$ cat config.mk
export PLATFORM = sky130hd
export DESIGN_NAME = mul_pipe
export DESIGN_NICKNAME = d
export VERILOG_FILES = /design/src/rtl/mul_pipe.sv
export SDC_FILE = /design/constraint.sdc
export NUM_CORES = 2
export LEC_CHECK = 0
export ABC_AREA = 1
export CORE_MARGIN = 4
export CORE_UTILIZATION = 39
export CTS_BUF_LIST = sky130_fd_sc_hd__clkbuf_4
export CTS_CLUSTER_DIAMETER = 150
export DETAILED_ROUTE_END_ITERATION = 10
export PLACE_DENSITY = 0.53
export SLEW_MARGIN = 10
export SYNTH_ARGS = -nofsm -noshare
export SYNTH_HDL_FRONTEND = slang
export SYNTH_SLANG_ARGS = --single-unit
$ cat constraint.sdc
create_clock -name clk -period 11.9 [get_ports clk]
set_input_delay 2.38 -clock clk [delete_from_list [all_inputs] [get_ports clk]]
set_output_delay 2.38 -clock clk [all_outputs]
set_load 0.01 [all_outputs]
$ cat src/rtl/mul_pipe.sv
// Pipelined RV32M/RV64M multiplier: MUL/MULH/MULHSU/MULHU.
// Valid/ready on both sides, flush kills all in-flight ops.
module mul_pipe #(
  parameter int WIDTH  = 32,
  parameter int STAGES = 3,
  parameter int TAG_W  = 5
) (
  input  logic             clk,
  input  logic             resetn,
  input  logic             in_valid,
  output logic             in_ready,
  input  logic [WIDTH-1:0] a,
  input  logic [WIDTH-1:0] b,
  input  logic [1:0]       mul_type,
  input  logic [TAG_W-1:0] in_tag,
  input  logic             flush,
  output logic             out_valid,
  input  logic             out_ready,
  output logic [WIDTH-1:0] out_res,
  output logic [TAG_W-1:0] out_tag,
  output logic             busy
);

  localparam int PW = 2 * WIDTH;

  logic              s_a;
  logic              s_b;
  logic              lo;
  logic [PW-1:0]     a_ext;
  logic [PW-1:0]     b_ext;
  logic [PW-1:0]     prod;
  logic [STAGES-1:0] valid;
  logic [STAGES-1:0] move;
  logic [WIDTH-1:0]  res_q;
  logic [TAG_W-1:0]  tag_q;

  // Only the low 2*WIDTH bits of the (WIDTH+1)-bit signed
  // product are ever selected, so extend straight to 2*WIDTH.
  assign s_a   = (mul_type != 2'b11);
  assign s_b   = !mul_type[1];
  assign lo    = (mul_type == 2'b00);
  assign a_ext = {{WIDTH{a[WIDTH-1] & s_a}}, a};
  assign b_ext = {{WIDTH{b[WIDTH-1] & s_b}}, b};
  assign prod  = a_ext * b_ext;

  // A stage can load unless it and every stage after it
  // are full while the consumer stalls.
  for (genvar g = 0; g < STAGES; g++) begin : g_move
    assign move[g] = out_ready || !(&valid[STAGES-1:g]);
  end

  assign in_ready  = move[0] && !flush;
  assign out_valid = valid[STAGES-1];
  assign busy      = |valid;
  assign out_res   = res_q;
  assign out_tag   = tag_q;

  // Valid bits: shift forward, cleared by reset or flush.
  always_ff @(posedge clk or negedge resetn) begin
    if (!resetn) begin
      valid <= '0;
    end else if (flush) begin
      valid <= '0;
    end else begin
      if (move[0]) valid[0] <= in_valid;
      for (int i = 1; i < STAGES; i++) begin
        if (move[i]) valid[i] <= valid[i-1];
      end
    end
  end

  if (STAGES == 1) begin : g_one
    // Single stage: select the word at capture time.
    always_ff @(posedge clk or negedge resetn) begin
      if (!resetn) begin
        res_q <= '0;
        tag_q <= '0;
      end else if (in_valid && in_ready) begin
        res_q <= lo ? prod[WIDTH-1:0] : prod[PW-1:WIDTH];
        tag_q <= in_tag;
      end
    end
  end else begin : g_multi
    logic [PW-1:0]    p_q  [STAGES-1];
    logic [TAG_W-1:0] t_q  [STAGES-1];
    logic [STAGES-2:0] lo_q;

    // Product stages: no reset, retimable by synthesis.
    always_ff @(posedge clk) begin
      if (in_valid && in_ready) begin
        p_q[0]  <= prod;
        t_q[0]  <= in_tag;
        lo_q[0] <= lo;
      end
      for (int i = 1; i < STAGES - 1; i++) begin
        if (move[i] && valid[i-1]) begin
          p_q[i]  <= p_q[i-1];
          t_q[i]  <= t_q[i-1];
          lo_q[i] <= lo_q[i-1];
        end
      end
    end

    // Output stage holds only the selected word and tag.
    always_ff @(posedge clk or negedge resetn) begin
      if (!resetn) begin
        res_q <= '0;
        tag_q <= '0;
      end else if (move[STAGES-1] && valid[STAGES-2]) begin
        res_q <= lo_q[STAGES-2] ? p_q[STAGES-2][WIDTH-1:0]
                                : p_q[STAGES-2][PW-1:WIDTH];
        tag_q <= t_q[STAGES-2];
      end
    end
  end

endmodule

==> impl_metrics.toml <==
[die]
io_pins = 116
dieArea_mm2 = 0.1225
initial_core_util_pct = 39.25
row_count = 125
die_h_um = 350.0
die_w_um = 350.0
coreArea_mm2 = 0.1162

[yosys]
ys_ff_latch = 180
synthCells = 5337
synth_edf_count = 140
synth-simple-area-share_pct = 14.38
synthFlopType = "edfxtp_1"
synth.area.mux_share_pct = 0
synth_area_mm2 = 0.04561
synth_compound_area_share_pct = 2.785
synthAdderAreaFrac_pct = 55.20
synth_top_family_by_area = "adder cells"
async_reset_ff_share_pct = 22.22
synth_cell_types = 40
synth_seq_area_share_pct = 11.41
syn_nets = 6750
synth_xor_area_share_pct = 0.9410
yosys_warnings = 0
synth.avg_cell_area_um2 = 8.546

[setup_path]
worstPathMaxFanout = 18
arrival_ns = 10.72
cp-start-kind = "input port"
end_kind = "register"
required_ns = 12.19
path_class = "input port to register"

[grt]
met2_usage_pct = 39.60
antenna_found_initial = 4
grt_busiest_layer = "met2"
grt.total_usage_pct = 22.81
grt_start_max_net_pins = 71
grt_util_met1_pct = 31.68
grt_pass1_wl_mm = 214.1
grt_pass1_vias = 36260
use_met3_pct = 2.305
overflow = 0

[clock_network]
htree_levels = 4
ctsHoldBuffers = 0
cts_buffer_depth = 2
cts_resized = 0
cts_sinks = 180
tritoncts = "built"
clk_root_buffer_cell = "clkbuf_4"
numCtsBuffers = 17
post_cts_buffers = 0
worst_skew_pair.late_latency_ns = 0.60
path_clk_slew_ns = 0.16

[route]
wl_mm = 133.4
drc = 0
drtIter0Drc = 2156
wl_per_cell_um = 19.40
first_pass_iters = 6
via_per_inst = 4.826
vias = 33180
ant_nets = 0

[sta]
relSlewSlack_pct = 22.08
fmax_ghz = 0.09583
finalHoldViolCount = 0
drv_slew = 0
post-route-period-util_pct = 87.69
clock_skew_ns = 0.05914
finalSetupViolations = 0
rsz0062_at_grt = "false"
worstMarginPinSlew_ns = 1.165
min_period_ns = 10.43
tns_ns = 0

[layout]
areaGrowthSynthToFinish_pct = 7.295
final_nets = 6749
stdcell_area_mm2 = 0.04893
drive_gt1_share_pct = 3.758
post-route-util_pct = 42.11
instances_no_fill = 6875
fill_cells = 11700

[worst_hold_path]
hp-class = "register to register"

[placed_design]
post_dp_cell_area_mm2 = 0.04862
dp_cells = 6841
gp_congestion = 0.9481
portBuffers = 115
dp_hpwl_mm = 113.7

[run_status]
outcome = "completed"

[job]
drv_cap = 0
-- per-layer routing --
layer / wire [um] / up-vias
met5: 0 / -
met4: 2259 / 0
met3: 6963 / 134
met2: 65070 / 923
met1: 59110 / 17200
li1: - / 14920
-- synth_stat cells, types with 11 or more instances --
| master | instances | area, um^2 |
|---|---|---|
| nor2_2 | 11 | 68.82 |
| ha_1 | 212 | 2653 |
| o21ai_0 | 106 | 530.5 |
| nand2_1 | 1374 | 5157 |
| fa_1 | 1125 | 22520 |
| clkbuf_1 | 250 | 938.4 |
| o21bai_1 | 15 | 112.6 |
| edfxtp_1 | 140 | 4204 |
| inv_2 | 12 | 45.04 |
| a21oi_1 | 81 | 405.4 |
| o21ai_1 | 13 | 65.06 |
| xor2_1 | 41 | 359.1 |
| inv_1 | 1592 | 5976 |
| nand3_1 | 67 | 335.3 |
| dfrtp_1 | 40 | 1001 |
| nor2_1 | 181 | 679.4 |
-- logic make-up (layout without fill, tap and decap cells) --
group,after synthesis,count (layout)
AO/OA/AOI/OAI,237,237
XOR/XNOR,49,49
adder cells (fa/ha/maj),1337,1337
buffers and inverters,1857,1869
flip-flops,180,180
other,0,2
AND/OR/NAND/NOR,1677,1677
-- worst paths after layout --
check	start	end	slack, ns	cells after the start
hold / removal	g_multi.p_q[0][33]$_DFFE_PP_	g_multi.p_q[0][97]$_DFFE_PP_	0.42	0
hold reg to reg	g_multi.p_q[0][33]$_DFFE_PP_	g_multi.p_q[0][97]$_DFFE_PP_	0.42	0
setup / recovery	mul_type[0]	g_multi.p_q[0][45]$_DFFE_PP_	1.47	25
setup reg to reg	valid[2]$_DFFE_PN0P_	g_multi.p_q[0][28]$_DFFE_PP_	9.72	6
min in group asynchronous	resetn	out_tag[2]$_DFFE_PN0P_	1.93	1
max in group asynchronous	resetn	out_res[23]$_DFFE_PN0P_	9.36	1
-- final cells by class --
class	count	area, um^2	share of cell area [%]
multi-input cells	3300	33450	68.35
inverters	1605	6025	12.31
flip-flops and latches	180	5205	10.64
repair buffers	232	2039	4.168
well taps	1524	1907	3.897
clock inverters	14	171.4	0.3503
clock buffers	18	135.1	0.2761
diodes	2	5.005	0.01023
-- sequential cells by signal, indices dropped and copies added, names as in the netlist --
| register | cells |
|---|---|
| out_res | 32 |
| g_multi.p_q | 128 |
| valid | 3 |
| g_multi.lo_q | 2 |
| out_tag | 5 |
| g_multi.t_q | 10 |
-- worst max-delay path: stages --
cell and delay [ns]:
clkdlybuf4s50_1 0.51, nand2_1 0.10, inv_2 0.31, nor2_1 0.18, fa_1 0.57, inv_1 0.14
fa_1 0.56, inv_1 0.07, fa_1 0.76, inv_1 0.30, fa_1 0.55, inv_1 0.05
fa_1 0.48, fa_1 0.51, fa_1 0.49, inv_1 0.05, fa_1 0.47, inv_1 0.04
ha_1 0.34, a21oi_1 0.33, a21boi_0 0.35, o21ai_1 0.23, nor2_1 0.15, nand3_1 0.21
xor2_1 0.57
-- through the flow --
step                      hold WS (ns)  worst slack, ns
after floorplan                 0.4003            2.235
after global placement          0.4005           0.9374
after detailed placement        0.4045           0.9033
after CTS                       0.4170            1.542
after global routing            0.4216            1.048
final                           0.4197            1.465
-- placed cells by master (no fill, tap or decap), types with 9 or more instances in the layout --
cell type and instances:
a21oi_1 81, a31oi_1 9, buf_4 115, clkbuf_4 18, clkdlybuf4s50_1 112, dfrtp_1 40, edfxtp_1 140, fa_1 1125
ha_1 212, inv_1 1592, inv_2 12, nand2_1 1373, nand3_1 67, nor2_1 180, nor2_2 11, nor3_1 10
o21ai_0 106, o21ai_1 13, o21bai_1 15, xor2_1 41
Power is not shown: default switching activity piles up to over one toggle a cycle in this logic, so the estimate is an artifact.
